==> src/rtl/ram8.sv <==
// ram8: 8-word x 16-bit register file built from 1-bit/16-bit gates and per-bit storage cells.
// Writes are steered by an 8-way demux on the load line; reads use an 8-way 16-bit mux tree.
module mux_gate (
  input  logic a,
  input  logic b,
  input  logic sel,
  output logic y
);
  assign y = (a & ~sel) | (b & sel);
endmodule

module dmux_gate (
  input  logic x,
  input  logic sel,
  output logic a,
  output logic b
);
  assign a = x & ~sel;
  assign b = x & sel;
endmodule

module dmux4way (
  input  logic       x,
  input  logic [0:1] sel,
  output logic       a,
  output logic       b,
  output logic       c,
  output logic       d
);
  logic lo, hi;
  dmux_gate u_top (.x(x), .sel(sel[0]), .a(lo), .b(hi));
  dmux_gate u_lo (.x(lo), .sel(sel[1]), .a(a), .b(b));
  dmux_gate u_hi (.x(hi), .sel(sel[1]), .a(c), .b(d));
endmodule

module dmux8way (
  input  logic       x,
  input  logic [0:2] sel,
  output logic [0:7] y
);
  logic lo, hi;
  dmux_gate u_top (.x(x), .sel(sel[0]), .a(lo), .b(hi));
  dmux4way u_lo (.x(lo), .sel(sel[1:2]), .a(y[0]), .b(y[1]), .c(y[2]), .d(y[3]));
  dmux4way u_hi (.x(hi), .sel(sel[1:2]), .a(y[4]), .b(y[5]), .c(y[6]), .d(y[7]));
endmodule

module mux16 (
  input  logic [0:15] a,
  input  logic [0:15] b,
  input  logic        sel,
  output logic [0:15] y
);
  for (genvar i = 0; i < 16; i++) begin : g_bit
    mux_gate u_mux (.a(a[i]), .b(b[i]), .sel(sel), .y(y[i]));
  end
endmodule

module mux4way16 (
  input  logic [0:15] a,
  input  logic [0:15] b,
  input  logic [0:15] c,
  input  logic [0:15] d,
  input  logic [0:1]  sel,
  output logic [0:15] y
);
  logic [0:15] ab, cd;
  mux16 u_ab (.a(a), .b(b), .sel(sel[1]), .y(ab));
  mux16 u_cd (.a(c), .b(d), .sel(sel[1]), .y(cd));
  mux16 u_out (.a(ab), .b(cd), .sel(sel[0]), .y(y));
endmodule

module mux8way16 (
  input  logic [0:15] a,
  input  logic [0:15] b,
  input  logic [0:15] c,
  input  logic [0:15] d,
  input  logic [0:15] e,
  input  logic [0:15] f,
  input  logic [0:15] g,
  input  logic [0:15] h,
  input  logic [0:2]  sel,
  output logic [0:15] y
);
  logic [0:15] lo, hi;
  mux4way16 u_lo (.a(a), .b(b), .c(c), .d(d), .sel(sel[1:2]), .y(lo));
  mux4way16 u_hi (.a(e), .b(f), .c(g), .d(h), .sel(sel[1:2]), .y(hi));
  mux16 u_out (.a(lo), .b(hi), .sel(sel[0]), .y(y));
endmodule

module bit_cell (
  input  logic clk,
  input  logic rst_n,
  input  logic d,
  input  logic load,
  output logic q
);
  logic nxt;
  mux_gate u_hold (.a(q), .b(d), .sel(load), .y(nxt));
  always_ff @(posedge clk or negedge rst_n)
    if (!rst_n) q <= 1'b0;
    else q <= nxt;
endmodule

module register16 (
  input  logic        clk,
  input  logic        rst_n,
  input  logic [0:15] d,
  input  logic        load,
  output logic [0:15] q
);
  for (genvar i = 0; i < 16; i++) begin : g_bit
    bit_cell u_bit (.clk(clk), .rst_n(rst_n), .d(d[i]), .load(load), .q(q[i]));
  end
endmodule

module ram8 #(
  parameter int N = 16
) (
  input  logic          in_clk,
  input  logic          in_rst_n,
  input  logic [0:N-1]  in_data,
  input  logic          in_load,
  input  logic [0:2]    in_address,
  output logic [0:N-1]  out_y
);
  logic [0:7]  load_line;
  logic [0:15] word [8];
  dmux8way u_steer (.x(in_load), .sel(in_address), .y(load_line));
  for (genvar i = 0; i < 8; i++) begin : g_word
    register16 u_reg (.clk(in_clk), .rst_n(in_rst_n), .d(in_data), .load(load_line[i]), .q(word[i]));
  end
  mux8way16 u_read (
    .a(word[0]), .b(word[1]), .c(word[2]), .d(word[3]),
    .e(word[4]), .f(word[5]), .g(word[6]), .h(word[7]),
    .sel(in_address), .y(out_y)
  );
endmodule
==> config.mk <==
export PLATFORM = sky130hd
export DESIGN_NAME = ram8
export DESIGN_NICKNAME = d
export VERILOG_FILES = /design/src/rtl/ram8.sv
export SDC_FILE = /design/constraint.sdc
export NUM_CORES = 1
export LEC_CHECK = 0
export CELL_PAD_IN_SITES_DETAIL_PLACEMENT = 1
export CELL_PAD_IN_SITES_GLOBAL_PLACEMENT = 2
export CORE_MARGIN = 2
export CORE_UTILIZATION = 40
export DETAILED_ROUTE_END_ITERATION = 8
export HOLD_SLACK_MARGIN = 0.05
export MAX_ROUTING_LAYER = met4
export PLACE_DENSITY = 0.75
export SLEW_MARGIN = 20
export SYNTH_ARGS = -nofsm -noshare
export SYNTH_HDL_FRONTEND = slang
export SYNTH_SLANG_ARGS = --single-unit
==> constraint.sdc <==
create_clock -name in_clk -period 2.1 [get_ports in_clk]
set_input_delay 0.42 -clock in_clk [delete_from_list [all_inputs] [get_ports in_clk]]
set_output_delay 0.42 -clock in_clk [all_outputs]
set_load 0.005 [all_outputs]
==> flow_metrics.env, run 1 <==
export IMPL_drt_antenna_violating_nets=0
export IMPL_syn_inst=350
export IMPL_hold_viol_final=0
export IMPL_die_area_sq_um=16200
export IMPL_crit_path_end="out_y[7]"
export IMPL_globalRouteTotalUtil=0.192
export IMPL_syn_nets=372
export IMPL_pre_cts_slack_ps=-437
export IMPL_postCtsHoldBufs=0
export IMPL_power_density_nw_per_um2=1060
export IMPL_p_leak_uw=0.00329
export IMPL_synth_area_per_cell_sq_um=17.4
export IMPL_wl_per_cell_um=22.2
export IMPL_vias=3327
export IMPL_first_pass_iters=4
export IMPL_post_route_period_util=1.00
export IMPL_max_cap_violations=0
export IMPL_crit_path_max_fanout=2
export IMPL_dp_cells=563
export IMPL_path_class="reg -> out"
export IMPL_nets=439
export IMPL_gp_congestion=0.719
export IMPL_initial_core_util=0.405
export IMPL_slew_headroom=0.539
export IMPL_coreArea_sq_um=15000
export IMPL_worstHoldPathType="in -> async"
export IMPL_cts_tree="built"
export IMPL_violations="setup timing"
export IMPL_worst_slew_pin_slew_ps=692
export IMPL_first_global_vias=3704
export IMPL_synth_area_sq_um=6100
export IMPL_arrival_ps=1690
export IMPL_die_width_um=127
export IMPL_fin_crit_ps=2110
export IMPL_htreeDepth=4
export IMPL_route_detailed_drc=0
export IMPL_finalSetupTns_ps=-28.1
export IMPL_peakVddDrop_mv=0.609
export IMPL_synth_seq_area_share=0.525
export IMPL_outcome="finished with violations"
export IMPL_clock_latency_ps=420
export IMPL_port_buffer_count=37
export IMPL_dp_hpwl_um=7860
export IMPL_vias_per_cell=5.38
export IMPL_final_max_slew_viol_count=0
export IMPL_grt_pass1_wl_um=22200
export IMPL_setup_ws_ps=-10.4
export IMPL_cp_end_kind="output pin"
export IMPL_synth_cell_types=12
export IMPL_rows=45
export IMPL_n_antenna_cell=0
export IMPL_yosys_warnings=0
export IMPL_drt_total_wl_um=13700
export IMPL_first_iter_violations=124
export IMPL_grt_overflow=0
export IMPL_required_ps=1680
export IMPL_r2r_cells=4
export IMPL_numClockSinks=128
export IMPL_cts_buffers_inserted=17
export IMPL_ios=38
export IMPL_fmax_mhz=474
export IMPL_ys_ff_latch=128
export IMPL_fin_cells=618
export IMPL_grt_start_max_net_pins=129
export IMPL_rsz0062_at_grt="yes"
export IMPL_grt_antenna_before_repair=0
export IMPL_die_y_um=127
export IMPL_cts_root_buf="clkbuf_16"
export IMPL_cp_start_kind="register"
export IMPL_skew_ps=0
export IMPL_rrSetupSlack_ps=970
export IMPL_cts_clk_slew_worst_paths_ps=60
export IMPL_synthToLayoutAreaGrowth_pct=25.1
export IMPL_drive_gt1_frac=0.658
export IMPL_cts_path_max_buffers=2
export IMPL_finalSetupViolations=5
==> worst min path at each step <==
stage                            to  slack (ps)  depth (start not counted)
after floorplan           async pin         120                          0
after global placement     register         480                          1
after detailed placement   register         490                          1
after CTS                 async pin         150                          2
after global routing      async pin         140                          2
final                     async pin         100                          2
==> synth_stat cells, drive strengths merged <==
| cell | count | area share |
|---|---|---|
| and4bb | 3 | 0.0062 |
| buf | 38 | 0.046 |
| dfrtp | 128 | 0.53 |
| mux2 | 144 | 0.27 |
| mux4 | 32 | 0.14 |
| nand4 | 1 | 0.0035 |
| nand4b | 3 | 0.012 |
| nor4b | 1 | 0.0039 |
==> critical path, stage by stage, from the launching register on <==
cell	delay, ps
dfrtp_1	380
mux4_2	480
mux2_4	300
buf_6	120
==> cells in the final DEF, fill, tap and decap left out, drive strengths merged, types with 3 or more instances in the layout <==
master,instances
clkbuf,20
clkinvlp,4
mux2,144
clkdlybuf4s50,17
and4bb,3
dfrtp,128
clkinv,3
nand4b,3
buf,67
mux4,32
bufinv,4
==> per-layer routing <==
| metal | global-route usage | share of wire | vias up |
|---|---|---|---|
| met5 | - | 0 | - |
| met4 | 0.0562 | 0.013 | 0 |
| met3 | 0.0536 | 0.028 | 15 |
| met2 | 0.299 | 0.51 | 52 |
| met1 | 0.246 | 0.45 | 1813 |
| li1 | - | - | 1447 |
==> layout make-up <==
type	count	area [sq um]
clock buffers	20	457
fillers	1394	7410
repair buffers	86	995
flip-flops and latches	128	3200
clock inverters	12	181
well taps	188	235
multi-input cells	184	2560
==> timing repair <==
item / CTS / global route
buffers inserted: 13 / 7
gates resized for setup: 132 / 1
cloned: 3 / 0
setup endpoints to repair: 16 / 16
==> cell families (layout without fill, tap and decap cells) <==
family                 after synthesis  count (layout)  share of synthesized area
buffers and inverters               38             118                     0.0460
AND/OR/NAND/NOR                      8               8                     0.0252
multiplexers                       176             176                      0.403
flip-flops                         128             128                      0.525
==> per-stage QoR <==
step | power [uW] | util | area (sq um) | hold slack [ps]
finish | 8120 | 0.507 | 7630 | 102
global route | 8490 | 0.507 | 7630 | 144
CTS | 8160 | 0.504 | 7580 | 145
detailed placement | 4710 | 0.451 | 6780 | 486
global placement | 4610 | 0.451 | 6780 | 479
floorplan | 4240 | - | 6100 | 124
==> where the power goes <==
group / switching, uW / internal, uW
clock: 1110 / 2050
sequential: 294 / 3010
combinational: 515 / 1140
(Power assumes the default switching activity.)
==> inputs of run 2 (changes only) <==
--- a/config.mk
+++ b/config.mk
@@ -13,6 +13,7 @@
 export HOLD_SLACK_MARGIN = 0.05
 export MAX_ROUTING_LAYER = met4
 export PLACE_DENSITY = 0.75
+export SETUP_SLACK_MARGIN = 0.15
 export SLEW_MARGIN = 20
 export SYNTH_ARGS = -nofsm -noshare
 export SYNTH_HDL_FRONTEND = slang
==> flow_metrics.env, run 2 (synthesis results as in run 1) <==
export IMPL_worst_slew_pin_slew_ps=449
export IMPL_worstHoldPathType="in -> async"
export IMPL_p_int_uw=6340
export IMPL_power_share_clock=0.402
export IMPL_cp_slowest_cell="mux4_2"
export IMPL_coreArea_sq_um=15000
export IMPL_required_ps=1680
export IMPL_globalRouteTotalUtil=0.189
export IMPL_first_iter_violations=88
export IMPL_ios=38
export IMPL_path_depth=3
export IMPL_cts_root_buf="clkbuf_16"
export IMPL_fmax_mhz=473
export IMPL_finalSetupViolations=4
export IMPL_htreeDepth=4
export IMPL_power_uw=8180
export IMPL_wl_per_cell_um=21.7
export IMPL_power_density_nw_per_um2=1070
export IMPL_fin_crit_ps=2110
export IMPL_cp_start_kind="register"
export IMPL_cts_path_max_buffers=2
export IMPL_finalSetupTns_ps=-26.8
export IMPL_first_global_vias=3779
export IMPL_dp_hpwl_um=8530
export IMPL_crit_path_max_fanout=2
export IMPL_numClockSinks=128
export IMPL_max_cap_violations=0
export IMPL_cp_slowest_stage_delay_ps=480
export IMPL_die_area_sq_um=16200
export IMPL_pre_cts_slack_ps=-481
export IMPL_layout_common_cells="mux2_2, dfrtp_1, buf_4, mux4_2"
export IMPL_cpLargestDelayFamily="multiplexers"
export IMPL_timing_hold_ws_ps=446
export IMPL_port_buffer_count=37
export IMPL_r2r_cells=3
export IMPL_path_class="reg -> out"
export IMPL_drive_gt1_frac=0.659
export IMPL_cts_tree="built"
export IMPL_grt_overflow=0
export IMPL_cp_num_buf_inv=1
export IMPL_nets=440
export IMPL_die_width_um=127
export IMPL_crit_chain="mux4_2 -> mux2_4 -> buf_6"
export IMPL_p_leak_uw=0.00330
export IMPL_cts_buffers_inserted=17
export IMPL_outcome="finished with violations"
export IMPL_first_pass_iters=4
export IMPL_hold_viol_final=0
export IMPL_power_switching_uw=1840
export IMPL_grt_pass1_wl_um=22000
export IMPL_drt_total_wl_um=13500
export IMPL_rrSetupSlack_ps=1090
export IMPL_peakVddDrop_mv=0.584
export IMPL_setup_ws_ps=-12.0
export IMPL_rsz0062_at_grt="yes"
export IMPL_cts_clk_slew_worst_paths_ps=60
export IMPL_synthToLayoutAreaGrowth_pct=25.1
export IMPL_initial_core_util=0.405
export IMPL_final_max_slew_viol_count=0
export IMPL_final_area_sq_um=7630
export IMPL_rows=45
export IMPL_route_detailed_drc=0
export IMPL_grt_start_max_net_pins=48
export IMPL_vias=3272
export IMPL_gp_congestion=0.744
export IMPL_post_route_period_util=1.01
export IMPL_clock_latency_ps=410
export IMPL_place_area_sq_um=6780
export IMPL_die_y_um=127
export IMPL_violations="setup timing"
export IMPL_cp_end_kind="output pin"
export IMPL_power_frac_seq=0.402
export IMPL_p_sw_frac=0.225
export IMPL_n_antenna_cell=0
export IMPL_grt_antenna_before_repair=0
export IMPL_slew_headroom=0.700
export IMPL_arrival_ps=1690
export IMPL_drt_antenna_violating_nets=0
export IMPL_skew_ps=0
export IMPL_comb_power_share=0.196
export IMPL_vias_per_cell=5.29
-- run 2: power groups by stage --
stage	Sequential [uW]	Clock, uW	Combinational [uW]
floorplan	3210	0	1200
global placement	3280	0	1430
CTS	3290	3360	1600
detailed placement	3320	0	1490
finish	3290	3290	1600
global route	3360	3470	1730
-- run 2: repair_timing --
item                                    in CTS  in global routing
gates cloned                                 3                  0
hold buffers                                 1                  0
resized for setup                           92                  0
endpoints found under the setup margin      16                 16
hold endpoints to repair                    19                  0
buffers inserted                             7                  5
-- run 2: final cells by class --
type	instances	area, sq um
tap	188	235
clock inverter	10	180
timing repair buffer	87	970
multi-input combinational	184	2560
clock buffer	22	484
sequential	128	3200
fill	1405	7400
-- run 2: through the flow --
stage | util | cells
floorplan | - | 350
global placement | 0.451 | 571
detailed placement | 0.451 | 571
CTS | 0.505 | 614
global route | 0.507 | 619
finish | 0.507 | 619
-- run 2: worst max path at each step --
stage / to / slack [ps]
global placement: out_y[9] / -440
global route: out_y[8] / -60
CTS: out_y[11] / -40
floorplan: out_y[7] / 130
detailed placement: out_y[9] / -480
finish: out_y[10] / -10
-- run 2: metal layers --
metal,share of wire,up-vias,global-route usage
met1,0.46,1782,0.244
met4,0.0076,0,0.0517
met3,0.025,7,0.0444
met5,0,-,-
met2,0.51,37,0.303
li1,-,1446,-
